`src/rtl/snx_mem_pkg.sv`:
```
`default_nettype none
// +----------------------------------------------------------------------------+
// | snx_mem_pkg                                                                |
// | Region constants and encodings shared by the SNX memory arbiter.           |
// | Revision: 1.0                                                              |
// +----------------------------------------------------------------------------+
package snx_mem_pkg;

    localparam logic [15:0] ROM_BASE     = 16'h0000;
    localparam logic [15:0] RAM_BASE     = 16'h8000;
    localparam int          REGION_WORDS = 1024;
    localparam int          STARVE_LIMIT = 3;

    typedef enum logic [0:0] {
        IDLE = 1'b0,
        RESP = 1'b1
    } state_t;

    typedef enum logic [0:0] {
        SEL_IF = 1'b0,
        SEL_D  = 1'b1
    } sel_t;

endpackage
`default_nettype wire

```
`src/rtl/snx_mem_arbiter_if.sv`:
```
`default_nettype none
// +----------------------------------------------------------------------------+
// | snx_mem_arbiter_if                                                         |
// | Requester (fetch/data) and ROM/RAM pin bundle of the memory arbiter.       |
// | Revision: 1.0                                                              |
// +----------------------------------------------------------------------------+
interface snx_mem_arbiter_if;

    logic        if_req;
    logic [15:0] if_addr;
    logic        if_ack;
    logic [15:0] if_rdata;
    logic        if_err;

    logic        d_req;
    logic        d_we;
    logic [15:0] d_addr;
    logic [15:0] d_wdata;
    logic        d_ack;
    logic [15:0] d_rdata;
    logic        d_err;

    logic        rom_read;
    logic [15:0] rom_addr;
    logic [15:0] rom_out;
    logic        ram_read;
    logic        ram_write;
    logic [15:0] ram_addr;
    logic [15:0] ram_in;
    logic [15:0] ram_out;

    // Arbiter side
    modport slave (
        input  if_req, if_addr, d_req, d_we, d_addr, d_wdata, rom_out, ram_out,
        output if_ack, if_rdata, if_err, d_ack, d_rdata, d_err,
        output rom_read, rom_addr, ram_read, ram_write, ram_addr, ram_in
    );

    // Requesters and memories side
    modport master (
        output if_req, if_addr, d_req, d_we, d_addr, d_wdata, rom_out, ram_out,
        input  if_ack, if_rdata, if_err, d_ack, d_rdata, d_err,
        input  rom_read, rom_addr, ram_read, ram_write, ram_addr, ram_in
    );

endinterface
`default_nettype wire

```
`src/rtl/snx_addr_decode.sv`:
```
`default_nettype none
// +----------------------------------------------------------------------------+
// | snx_addr_decode                                                            |
// | Combinational ROM/RAM region decode with region-relative word offset.      |
// | Revision: 1.0                                                              |
// +----------------------------------------------------------------------------+
module snx_addr_decode #(
    parameter logic [15:0] ROM_BASE     = snx_mem_pkg::ROM_BASE,
    parameter logic [15:0] RAM_BASE     = snx_mem_pkg::RAM_BASE,
    parameter int          REGION_WORDS = snx_mem_pkg::REGION_WORDS
) (
    input  logic [15:0] addr,
    output logic        rom_hit,
    output logic        ram_hit,
    output logic [15:0] offset
);

    localparam logic [16:0] c_words = 17'(REGION_WORDS);

    logic [15:0] w_rom_off;
    logic [15:0] w_ram_off;

    // 17-bit compare so a region ending at 16'hFFFF still decodes correctly
    always_comb begin
        w_rom_off = addr - ROM_BASE;
        w_ram_off = addr - RAM_BASE;
        rom_hit   = (addr >= ROM_BASE) && ({1'b0, w_rom_off} < c_words);
        ram_hit   = (addr >= RAM_BASE) && ({1'b0, w_ram_off} < c_words);
        if (rom_hit)
            offset = w_rom_off;
        else if (ram_hit)
            offset = w_ram_off;
        else
            offset = 16'h0000;
    end

endmodule
`default_nettype wire

```
`src/rtl/snx_mem_arbiter.sv`:
```
`default_nettype none
// +----------------------------------------------------------------------------+
// | snx_mem_arbiter                                                            |
// | Fetch/data port arbiter with single-cycle ROM/RAM access and ack pulse.    |
// | Revision: 1.0                                                              |
// +----------------------------------------------------------------------------+
module snx_mem_arbiter #(
    parameter logic [15:0] ROM_BASE     = snx_mem_pkg::ROM_BASE,
    parameter logic [15:0] RAM_BASE     = snx_mem_pkg::RAM_BASE,
    parameter int          REGION_WORDS = snx_mem_pkg::REGION_WORDS,
    parameter int          STARVE_LIMIT = snx_mem_pkg::STARVE_LIMIT
) (
    input  logic             m_clock,
    input  logic             p_reset,
    snx_mem_arbiter_if.slave bus
);
    import snx_mem_pkg::*;

    localparam int                 c_cnt_w = (STARVE_LIMIT < 1) ? 1 : $clog2(STARVE_LIMIT + 1);
    localparam logic [c_cnt_w-1:0] c_limit = c_cnt_w'(STARVE_LIMIT);

    state_t             r_state;
    logic [c_cnt_w-1:0] r_starve_cnt;
    logic               r_if_ack, r_if_err, r_d_ack, r_d_err;
    logic [15:0]        r_if_rdata, r_d_rdata;

    sel_t        w_sel;
    logic [15:0] w_addr;
    logic        w_any, w_we, w_grant, w_err;
    logic        w_rom_hit, w_ram_hit;
    logic [15:0] w_offset;
    logic        w_rom_read, w_ram_read, w_ram_write;
    logic [15:0] w_rdata;

    always_comb begin
        w_any = bus.if_req | bus.d_req;
        w_sel = (bus.d_req && (!bus.if_req || (r_starve_cnt != c_limit))) ? SEL_D : SEL_IF;
        w_addr = (w_sel == SEL_D) ? bus.d_addr : bus.if_addr;
        w_we   = (w_sel == SEL_D) & bus.d_we;
    end

    snx_addr_decode #(
        .ROM_BASE     (ROM_BASE),
        .RAM_BASE     (RAM_BASE),
        .REGION_WORDS (REGION_WORDS)
    ) u_decode (
        .addr    (w_addr),
        .rom_hit (w_rom_hit),
        .ram_hit (w_ram_hit),
        .offset  (w_offset)
    );

    // ROM writes are refused; ROM wins if the regions were ever configured to overlap
    always_comb begin
        w_grant     = (r_state == IDLE) & w_any;
        w_rom_read  = w_grant & w_rom_hit & ~w_we;
        w_ram_read  = w_grant & ~w_rom_hit & w_ram_hit & ~w_we;
        w_ram_write = w_grant & ~w_rom_hit & w_ram_hit & w_we;
        w_err       = ~(w_rom_hit | w_ram_hit) | (w_rom_hit & w_we);
        if (w_rom_read)
            w_rdata = bus.rom_out;
        else if (w_ram_read)
            w_rdata = bus.ram_out;
        else
            w_rdata = 16'h0000;
    end

    // Memory pins are combinational and forced low while reset is held
    assign bus.rom_read  = w_rom_read & p_reset;
    assign bus.ram_read  = w_ram_read & p_reset;
    assign bus.ram_write = w_ram_write & p_reset;
    assign bus.rom_addr  = (w_rom_read & p_reset) ? w_offset : 16'h0000;
    assign bus.ram_addr  = ((w_ram_read | w_ram_write) & p_reset) ? w_offset : 16'h0000;
    assign bus.ram_in    = (w_ram_write & p_reset) ? bus.d_wdata : 16'h0000;

    assign bus.if_ack   = r_if_ack;
    assign bus.if_rdata = r_if_rdata;
    assign bus.if_err   = r_if_err;
    assign bus.d_ack    = r_d_ack;
    assign bus.d_rdata  = r_d_rdata;
    assign bus.d_err    = r_d_err;

    always_ff @(posedge m_clock or negedge p_reset) begin
        if (!p_reset) begin
            r_state      <= IDLE;
            r_starve_cnt <= '0;
            r_if_ack     <= 1'b0;
            r_if_rdata   <= 16'h0000;
            r_if_err     <= 1'b0;
            r_d_ack      <= 1'b0;
            r_d_rdata    <= 16'h0000;
            r_d_err      <= 1'b0;
        end else begin
            r_if_ack   <= 1'b0;
            r_if_rdata <= 16'h0000;
            r_if_err   <= 1'b0;
            r_d_ack    <= 1'b0;
            r_d_rdata  <= 16'h0000;
            r_d_err    <= 1'b0;
            case (r_state)
                IDLE: begin
                    if (w_any) begin
                        r_state <= RESP;
                        if (w_sel == SEL_D) begin
                            r_d_ack   <= 1'b1;
                            r_d_rdata <= w_rdata;
                            r_d_err   <= w_err;
                        end else begin
                            r_if_ack   <= 1'b1;
                            r_if_rdata <= w_rdata;
                            r_if_err   <= w_err;
                        end
                    end
                    if ((w_sel == SEL_D) && w_any && bus.if_req) begin
                        if (r_starve_cnt != c_limit)
                            r_starve_cnt <= r_starve_cnt + c_cnt_w'(1);
                    end else begin
                        r_starve_cnt <= '0;
                    end
                end
                RESP: begin
                    r_state <= IDLE;
                end
                default: begin
                    r_state <= IDLE;
                end
            endcase
        end
    end

endmodule
`default_nettype wire
```
`src/flat_wrapper.sv`:
```
// flat-port wrapper written by rule: the top's interface ports become plain ports
module snx_mem_arbiter_flat import snx_mem_pkg::*;
#(
    parameter logic [15:0] ROM_BASE     = snx_mem_pkg::ROM_BASE,
    parameter logic [15:0] RAM_BASE     = snx_mem_pkg::RAM_BASE,
    parameter int          REGION_WORDS = snx_mem_pkg::REGION_WORDS,
    parameter int          STARVE_LIMIT = snx_mem_pkg::STARVE_LIMIT
)
  (m_clock, p_reset, bus_if_req, bus_if_addr, bus_d_req, bus_d_we, bus_d_addr, bus_d_wdata, bus_rom_out, bus_ram_out, bus_if_ack, bus_if_rdata, bus_if_err, bus_d_ack, bus_d_rdata, bus_d_err, bus_rom_read, bus_rom_addr, bus_ram_read, bus_ram_write, bus_ram_addr, bus_ram_in);
  snx_mem_arbiter_if bus_i ();
  input  logic m_clock;
  input  logic p_reset;
  input wire logic [$bits(bus_i.if_req)-1:0] bus_if_req;
  input wire logic [$bits(bus_i.if_addr)-1:0] bus_if_addr;
  input wire logic [$bits(bus_i.d_req)-1:0] bus_d_req;
  input wire logic [$bits(bus_i.d_we)-1:0] bus_d_we;
  input wire logic [$bits(bus_i.d_addr)-1:0] bus_d_addr;
  input wire logic [$bits(bus_i.d_wdata)-1:0] bus_d_wdata;
  input wire logic [$bits(bus_i.rom_out)-1:0] bus_rom_out;
  input wire logic [$bits(bus_i.ram_out)-1:0] bus_ram_out;
  output wire logic [$bits(bus_i.if_ack)-1:0] bus_if_ack;
  output wire logic [$bits(bus_i.if_rdata)-1:0] bus_if_rdata;
  output wire logic [$bits(bus_i.if_err)-1:0] bus_if_err;
  output wire logic [$bits(bus_i.d_ack)-1:0] bus_d_ack;
  output wire logic [$bits(bus_i.d_rdata)-1:0] bus_d_rdata;
  output wire logic [$bits(bus_i.d_err)-1:0] bus_d_err;
  output wire logic [$bits(bus_i.rom_read)-1:0] bus_rom_read;
  output wire logic [$bits(bus_i.rom_addr)-1:0] bus_rom_addr;
  output wire logic [$bits(bus_i.ram_read)-1:0] bus_ram_read;
  output wire logic [$bits(bus_i.ram_write)-1:0] bus_ram_write;
  output wire logic [$bits(bus_i.ram_addr)-1:0] bus_ram_addr;
  output wire logic [$bits(bus_i.ram_in)-1:0] bus_ram_in;
  assign bus_i.if_req = bus_if_req;
  assign bus_i.if_addr = bus_if_addr;
  assign bus_i.d_req = bus_d_req;
  assign bus_i.d_we = bus_d_we;
  assign bus_i.d_addr = bus_d_addr;
  assign bus_i.d_wdata = bus_d_wdata;
  assign bus_i.rom_out = bus_rom_out;
  assign bus_i.ram_out = bus_ram_out;
  assign bus_if_ack = bus_i.if_ack;
  assign bus_if_rdata = bus_i.if_rdata;
  assign bus_if_err = bus_i.if_err;
  assign bus_d_ack = bus_i.d_ack;
  assign bus_d_rdata = bus_i.d_rdata;
  assign bus_d_err = bus_i.d_err;
  assign bus_rom_read = bus_i.rom_read;
  assign bus_rom_addr = bus_i.rom_addr;
  assign bus_ram_read = bus_i.ram_read;
  assign bus_ram_write = bus_i.ram_write;
  assign bus_ram_addr = bus_i.ram_addr;
  assign bus_ram_in = bus_i.ram_in;
  snx_mem_arbiter #(.ROM_BASE(ROM_BASE), .RAM_BASE(RAM_BASE), .REGION_WORDS(REGION_WORDS), .STARVE_LIMIT(STARVE_LIMIT)) u_core (.m_clock(m_clock), .p_reset(p_reset), .bus(bus_i));
endmodule
```
`config.mk`:
```
export PLATFORM = sky130hd
export DESIGN_NAME = snx_mem_arbiter_flat
export DESIGN_NICKNAME = d
export VERILOG_FILES = /design/src/rtl/snx_mem_pkg.sv /design/src/rtl/snx_mem_arbiter_if.sv /design/src/rtl/snx_addr_decode.sv /design/src/rtl/snx_mem_arbiter.sv /design/src/flat_wrapper.sv
export SDC_FILE = /design/constraint.sdc
export NUM_CORES = 1
export LEC_CHECK = 0
export CAP_MARGIN = 20
export CELL_PAD_IN_SITES_DETAIL_PLACEMENT = 0
export CELL_PAD_IN_SITES_GLOBAL_PLACEMENT = 1
export CORE_MARGIN = 1.5
export CORE_UTILIZATION = 25
export CTS_BUF_LIST = sky130_fd_sc_hd__clkbuf_2
export DETAILED_ROUTE_END_ITERATION = 6
export GPL_TIMING_DRIVEN = 0
export HOLD_SLACK_MARGIN = 0.06
export PLACE_DENSITY_LB_ADDON = 0.1
export SYNTH_ARGS = -nofsm -noshare
export SYNTH_HDL_FRONTEND = slang
export SYNTH_SLANG_ARGS = --single-unit
```
`constraint.sdc`:
```
create_clock -name m_clock -period 3.22 [get_ports m_clock]
set_clock_uncertainty 0.05 [all_clocks]
set_input_delay 0.644 -clock m_clock [delete_from_list [all_inputs] [get_ports m_clock]]
set_output_delay 0.644 -clock m_clock [all_outputs]
set_load 0.03 [all_outputs]
```
# After elaboration in Yosys (flattened, before gate mapping)
# Index checks and enable logic that the tools add are counted.
[op_classes] add_sub_neg=2 n_lt_le_gt_ge=4 eq_ne=2 mux=31 bitwise_logic=21 reduce_logical=8
[ops] operator="two-way mux 16 bit" n=14
[ops] operator="< comparator 16 x 11 -> 1 bit, second input constant" n=2
[ops] operator="greater-or-equal comparator 16 x 1 -> 1 bit, second input constant" n=1
[ops] operator="greater-or-equal comparator 16 bit, second input constant" n=1
[ops] operator="subtractor 16 bit, second input constant" n=1
[ops] operator="two-way mux 1 bit" n=14
[ops] operator="bitwise AND 1 bit" n=13
[ops] operator="logical AND 1 bit" n=5
[ops] operator="two-way mux 2 bit" n=2
[ops] operator="inverter 1 bit" n=4
[ops] operator="OR 1 bit" n=4
[ops] operator="adder 2 x 1 -> 2 bit, second input constant" n=1
[ops] operator="inequality test 2 x 1 -> 1 bit, second input constant" n=1
[ops] operator="inequality test 2 bit, second input constant" n=1
[ops] operator="case mux 1 bit (2 select lines)" n=1
[ops] operator="AND reduction 2 bit" n=1
[ops] operator="zero test 1 bit" n=1
[ops] operator="logical OR 1 bit" n=1
[word_totals] regBits=39 in_bits=85 output_inout_bits=87 wordCells=76

# Logic depth before layout (Yosys ltp)
[depth] ltp_word=16 mapped_depth=8 depth_no_buf=5

# Hierarchy
# From an unflattened synthesis, not the netlist that was laid out.
[hier_totals] cells_unflattened=252 area_unflattened_um2=2297.2
[by_module_without_submodules] module="snx_mem_arbiter" n_inst=1 cells_each=229 area_per_inst_um2=2142.1 seq_area_each_um2=975.9
[by_module_without_submodules] module="snx_addr_decode" n_inst=1 cells_each=23 area_per_inst_um2=155.1 seq_area_each_um2=0.0

# Least setup slack after synthesis
# OpenSTA, ideal clock, no wires.
[synth_timing] kind="input to output" start="in bus_d_addr[14]" end="out bus_ram_in[10]" arrival_time_ns=1.965 required_ns=2.526 setup_slack_ns=0.561 path_stages=7 path_buffers=3 cell_sequence="nor3_1 -> and4b_1 -> buf_4 -> and4_1 -> buf_6 -> buf_6 -> and2_1"
[synth_between] elab_chain_len=9 word_cells_on_any_way=14 classes_between="1 x add/sub; 4 x order compare; 2 x mux; 5 x bitwise; 2 x reduce/logical"
[synth_lines] item="start: declaration" line_no="flat_wrapper.sv:17" rtl="input wire logic [$bits(bus_i.d_addr)-1:0] bus_d_addr;"
[synth_lines] item="two-way mux 16 bit *" line_no="snx_mem_arbiter.sv:38" rtl="w_addr = (w_sel == SEL_D) ? bus.d_addr : bus.if_addr;"
[synth_lines] item="parallel branches: the longest is 4 deep, another holds subtractor 16 bit"
[synth_lines] item="bitwise AND 1 bit * (2 in series)" line_no="snx_mem_arbiter.sv:58" rtl="w_ram_write = w_grant & ~w_rom_hit & w_ram_hit & w_we;"
[synth_lines] item="bitwise AND 1 bit *"
[synth_lines] item="net bus_ram_write" line_no="flat_wrapper.sv:30" rtl="output wire logic [$bits(bus_i.ram_write)-1:0] bus_ram_write;"
[synth_lines] item="two-way mux 16 bit *" line_no="snx_mem_arbiter.sv:74" rtl="assign bus.ram_in = (w_ram_write & p_reset) ? bus.d_wdata : 16'h0000;"
[synth_lines] item="end: declaration" line_no="flat_wrapper.sv:32" rtl="output wire logic [$bits(bus_i.ram_in)-1:0] bus_ram_in;"
# Mark *: on every way through the listed nets, which the timed path passes.

# Final worst setup path
[layout_timing] start="in bus_d_addr[12]" end="out bus_ram_in[1]"
[layout_between] elab_chain_len=9 word_cells_on_any_way=14 classes_between="1 x add/sub; 4 x order compare; 2 x mux; 5 x bitwise; 2 x reduce/logical"
[layout_lines] item="two-way mux 16 bit *" line_no="snx_mem_arbiter.sv:38"
[layout_lines] item="parallel branches: the longest is 4 deep, another holds subtractor 16 bit"
[layout_lines] item="bitwise AND 1 bit * (2 in series)" line_no="snx_mem_arbiter.sv:58"
[layout_lines] item="bitwise AND 1 bit *" line_no="snx_mem_arbiter.sv:74"
[layout_lines] item="two-way mux 16 bit *" line_no="snx_mem_arbiter.sv:74"
# Every way passes the cells marked *.

==> results.toml <==
[timing]
hold_slack_ns = 0.124
hold_violations = 0
maxSlewHeadroom_pct = 48.1
rsz0062_at_grt = "false"
tightest_slew_ns = 0.776
final_max_slew_viol_count = 0
finalCritPeriodShare_pct = 96.9
final.setup.worst_slack_ns = 0.0998
max_freq_mhz = 320
setup_viol = 0
min_period_ns = 3.12

[drt]
dr_total_vias = 2306
drt-pass1-iter-count = 4
via_per_inst = 4.37
drtIter0Drc = 54
route.detailed.drc = 0
wl_per_cell_um = 14.0
wl_um = 7410
postRouteAntennaNets = 0

[placed_design]
place_congestion = 0.751
pre_cts_ws_ns = -0.600
place_area_um2 = 3990
dp_hpwl_um = 5490
portBuffers = 158

[synthesis]
syn_inst = 236
synth_warnings = 0
netlist_area_um2 = 2220
synth_edf_count = 0
yosysMostFrequentCell = "dfrtp_1"
ys_seq_area_share_pct = 44.0
synth_top_area_share_pct = 44.0
ys_seq_elements = 39
synthTopCellsByCount = "39 x dfrtp_1, 29 x and2_1, 27 x nand2_1, 27 x nor2b_1, 23 x nor2_1"
synth_cell_types = 31
avgSynthCellArea_um2 = 9.40
postSynth.asyncResetShare_pct = 100
synth_top_cell_by_area = "dfrtp_1"
synth.top_cells.by_area = "dfrtp_1 44%, and2_1 8.2%, nor2b_1 7.6%, a32o_1 7.2%, mux2i_1 7.2%"
synth_top_flop_cell = "dfrtp_1"

[floorplanning]
die_area_um2 = 9450
io_pins = 172
dieWidth_um = 97.2
die_h_um = 97.2
rows = 34
coreArea_um2 = 8680
start_util_pct = 25.6

[finish]
diodes = 0
drive_gt1_share_pct = 14.8
layout.nets = 505
stdcell_area_um2 = 4070
area_delta_synth_final_pct = 83.4

[critical_path]
cp-end-kind = "output pin"
worstPathArrival_ns = 2.43
start_kind = "input port"
cp_slowest_cell = "clkdlybuf4s50_1"
slowest_delay_ns = 0.44
cp-endpoint = "bus_ram_in[1]"
path_buf_inv = 4
cp_num_cells = 8
r2r_start = "u_core.r_starve_cnt[0]"
crit_family = "buffers and inverters"
critPathMostFrequentCell = "buf_6"
worstPathRequired_ns = 2.53
crit_fanout = 8
r2r-end = "u_core.bus.d_rdata[7]"
crit_type = "input port to output pin"
cp_cell_sequence = "clkdlybuf4s50_1 > nor3_4 > and4b_1 > buf_6 > and4_4 > buf_6 > and2_1 > clkdlybuf4s15_2"
reg2regPathDepth = 7
crit_start = "bus_d_addr[12]"
r2r_slack_ns = 1.12

[cts]
path_clk_slew_ns = 0.19
cts_made_buffers = 5
htree_num_levels = 2
cts_tree = "yes"
clk_path_buf_depth = 2
clk_latency_ns = 0.36
cts.sinks = 39
cts-root-buf = "clkbuf_2"

[global_routing]
grt_pass1_wl_um = 11700
grt_max_degree = 24
grtUsageTotal_pct = 15.4
first_global_vias = 2213
antenna_found_initial = 0
grt_overflow = 0

[power]
vdd.ir_drop.worst_mv = 0.153
power_density_nw_per_um2 = 240
seqPwrFrac_pct = 51.7
p_comb_share_pct = 26.9
finalPower_uw = 977
p_leak_nw = 1.91
p_sw_uw = 278
swShare_pct = 28.5
internal_power_uw = 699
p_clk_share_pct = 21.4

[job]
maxCapViolations = 0

[hold_path]
hold_class = "input port to async pin"

[status]
outcome = "finished clean"
[cell usage in the layout, fill, tap and decap left out, types with 2 or more instances in the layout]
cell	n
clkbuf_1	4
dfrtp_1	39
o21ai_0	2
buf_2	8
dlygate4sd2_1	24
clkinv_1	2
clkdlybuf4s15_2	7
clkdlybuf4s50_1	116
and2_1	29
a21oi_1	10
nand2_1	27
a32o_1	16
buf_4	23
clkbuf_2	11
nor2_1	23
conb_1	12
nor2b_1	27
buf_6	4
mux2i_1	16
[through the flow]
stage          cells  util [%]  TNS [ns]
6_report         528      46.9         0
5_1_grt          528      46.9         0
4_1_cts          525      46.4         0
3_5_place_dp     514      46.0    -19.73
3_3_place_gp     513      45.8    -59.07
2_1_floorplan    247         -         0
[sequential cells by signal (all words and copies together), names as in the netlist]
signal / count
u_core.bus.if_rdata: 16
u_core.bus.if_ack: 1
u_core.r_state: 1
u_core.bus.d_ack: 1
u_core.bus.d_rdata: 16
u_core.r_starve_cnt: 2
u_core.bus.if_err: 1
u_core.bus.d_err: 1
[layout make-up]
type / instances / area [µm²]
fill: 905 / 4610
timing repair buffer: 165 / 1590
multi-input combinational: 179 / 1130
sequential: 39 / 976
buffer: 29 / 194
tap: 108 / 135
clock buffer: 6 / 30.0
clock inverter: 2 / 7.51
[power groups by stage]
| stage | Sequential, mW | Combinational [mW] | Clock, mW |
|---|---|---|---|
| CTS | 0.505 | 0.263 | 0.223 |
| global route | 0.507 | 0.284 | 0.246 |
| global placement | 0.513 | 0.253 | 0 |
| floorplan | 0.522 | 0.0978 | 0 |
| detailed placement | 0.513 | 0.256 | 0 |
| finish | 0.505 | 0.263 | 0.209 |
[what timing repair did]
item                       CTS  global route
pin swaps                    1             3
gates resized for setup    106            16
hold buffers                 1             0
setup buffers                2             3
setup endpoints to repair   39            32
gates cloned                 0             0
hold endpoints to repair    17             0
[metal layers]
layer	GRT usage [%]	wire length (µm)
met5	0	0
met4	3.34	51
met3	4.17	512
met2	24.5	3480
met1	21.0	3370
[worst min-delay path by stage]
stage               cells after the start                   start                       to  slack (ns)
CTS                                     2                 p_reset   u_core.bus.if_rdata[9]        0.11
global placement                        2  u_core.r_starve_cnt[1]   u_core.r_starve_cnt[1]        0.43
floorplan                               0                 p_reset         u_core.bus.d_ack        0.30
detailed placement                      2  u_core.r_starve_cnt[1]   u_core.r_starve_cnt[1]        0.43
global route                            2                 p_reset  u_core.bus.if_rdata[12]        0.09
finish                                  2                 p_reset   u_core.bus.if_rdata[9]        0.12
[kinds of logic (layout without fill, tap and decap cells)]
logic type | count (synthesis) | in the layout | share of synthesized area [%]
flops | 39 | 39 | 44.0
buf+inv | 29 | 202 | 8.06
simple gates | 115 | 115 | 27.0
mux | 16 | 16 | 7.22
compound gates | 35 | 35 | 13.0
other cells | 1 | 12 | 0.169
fa+ha+maj | 1 | 1 | 0.564
Power figures use the tool's default switching activity.
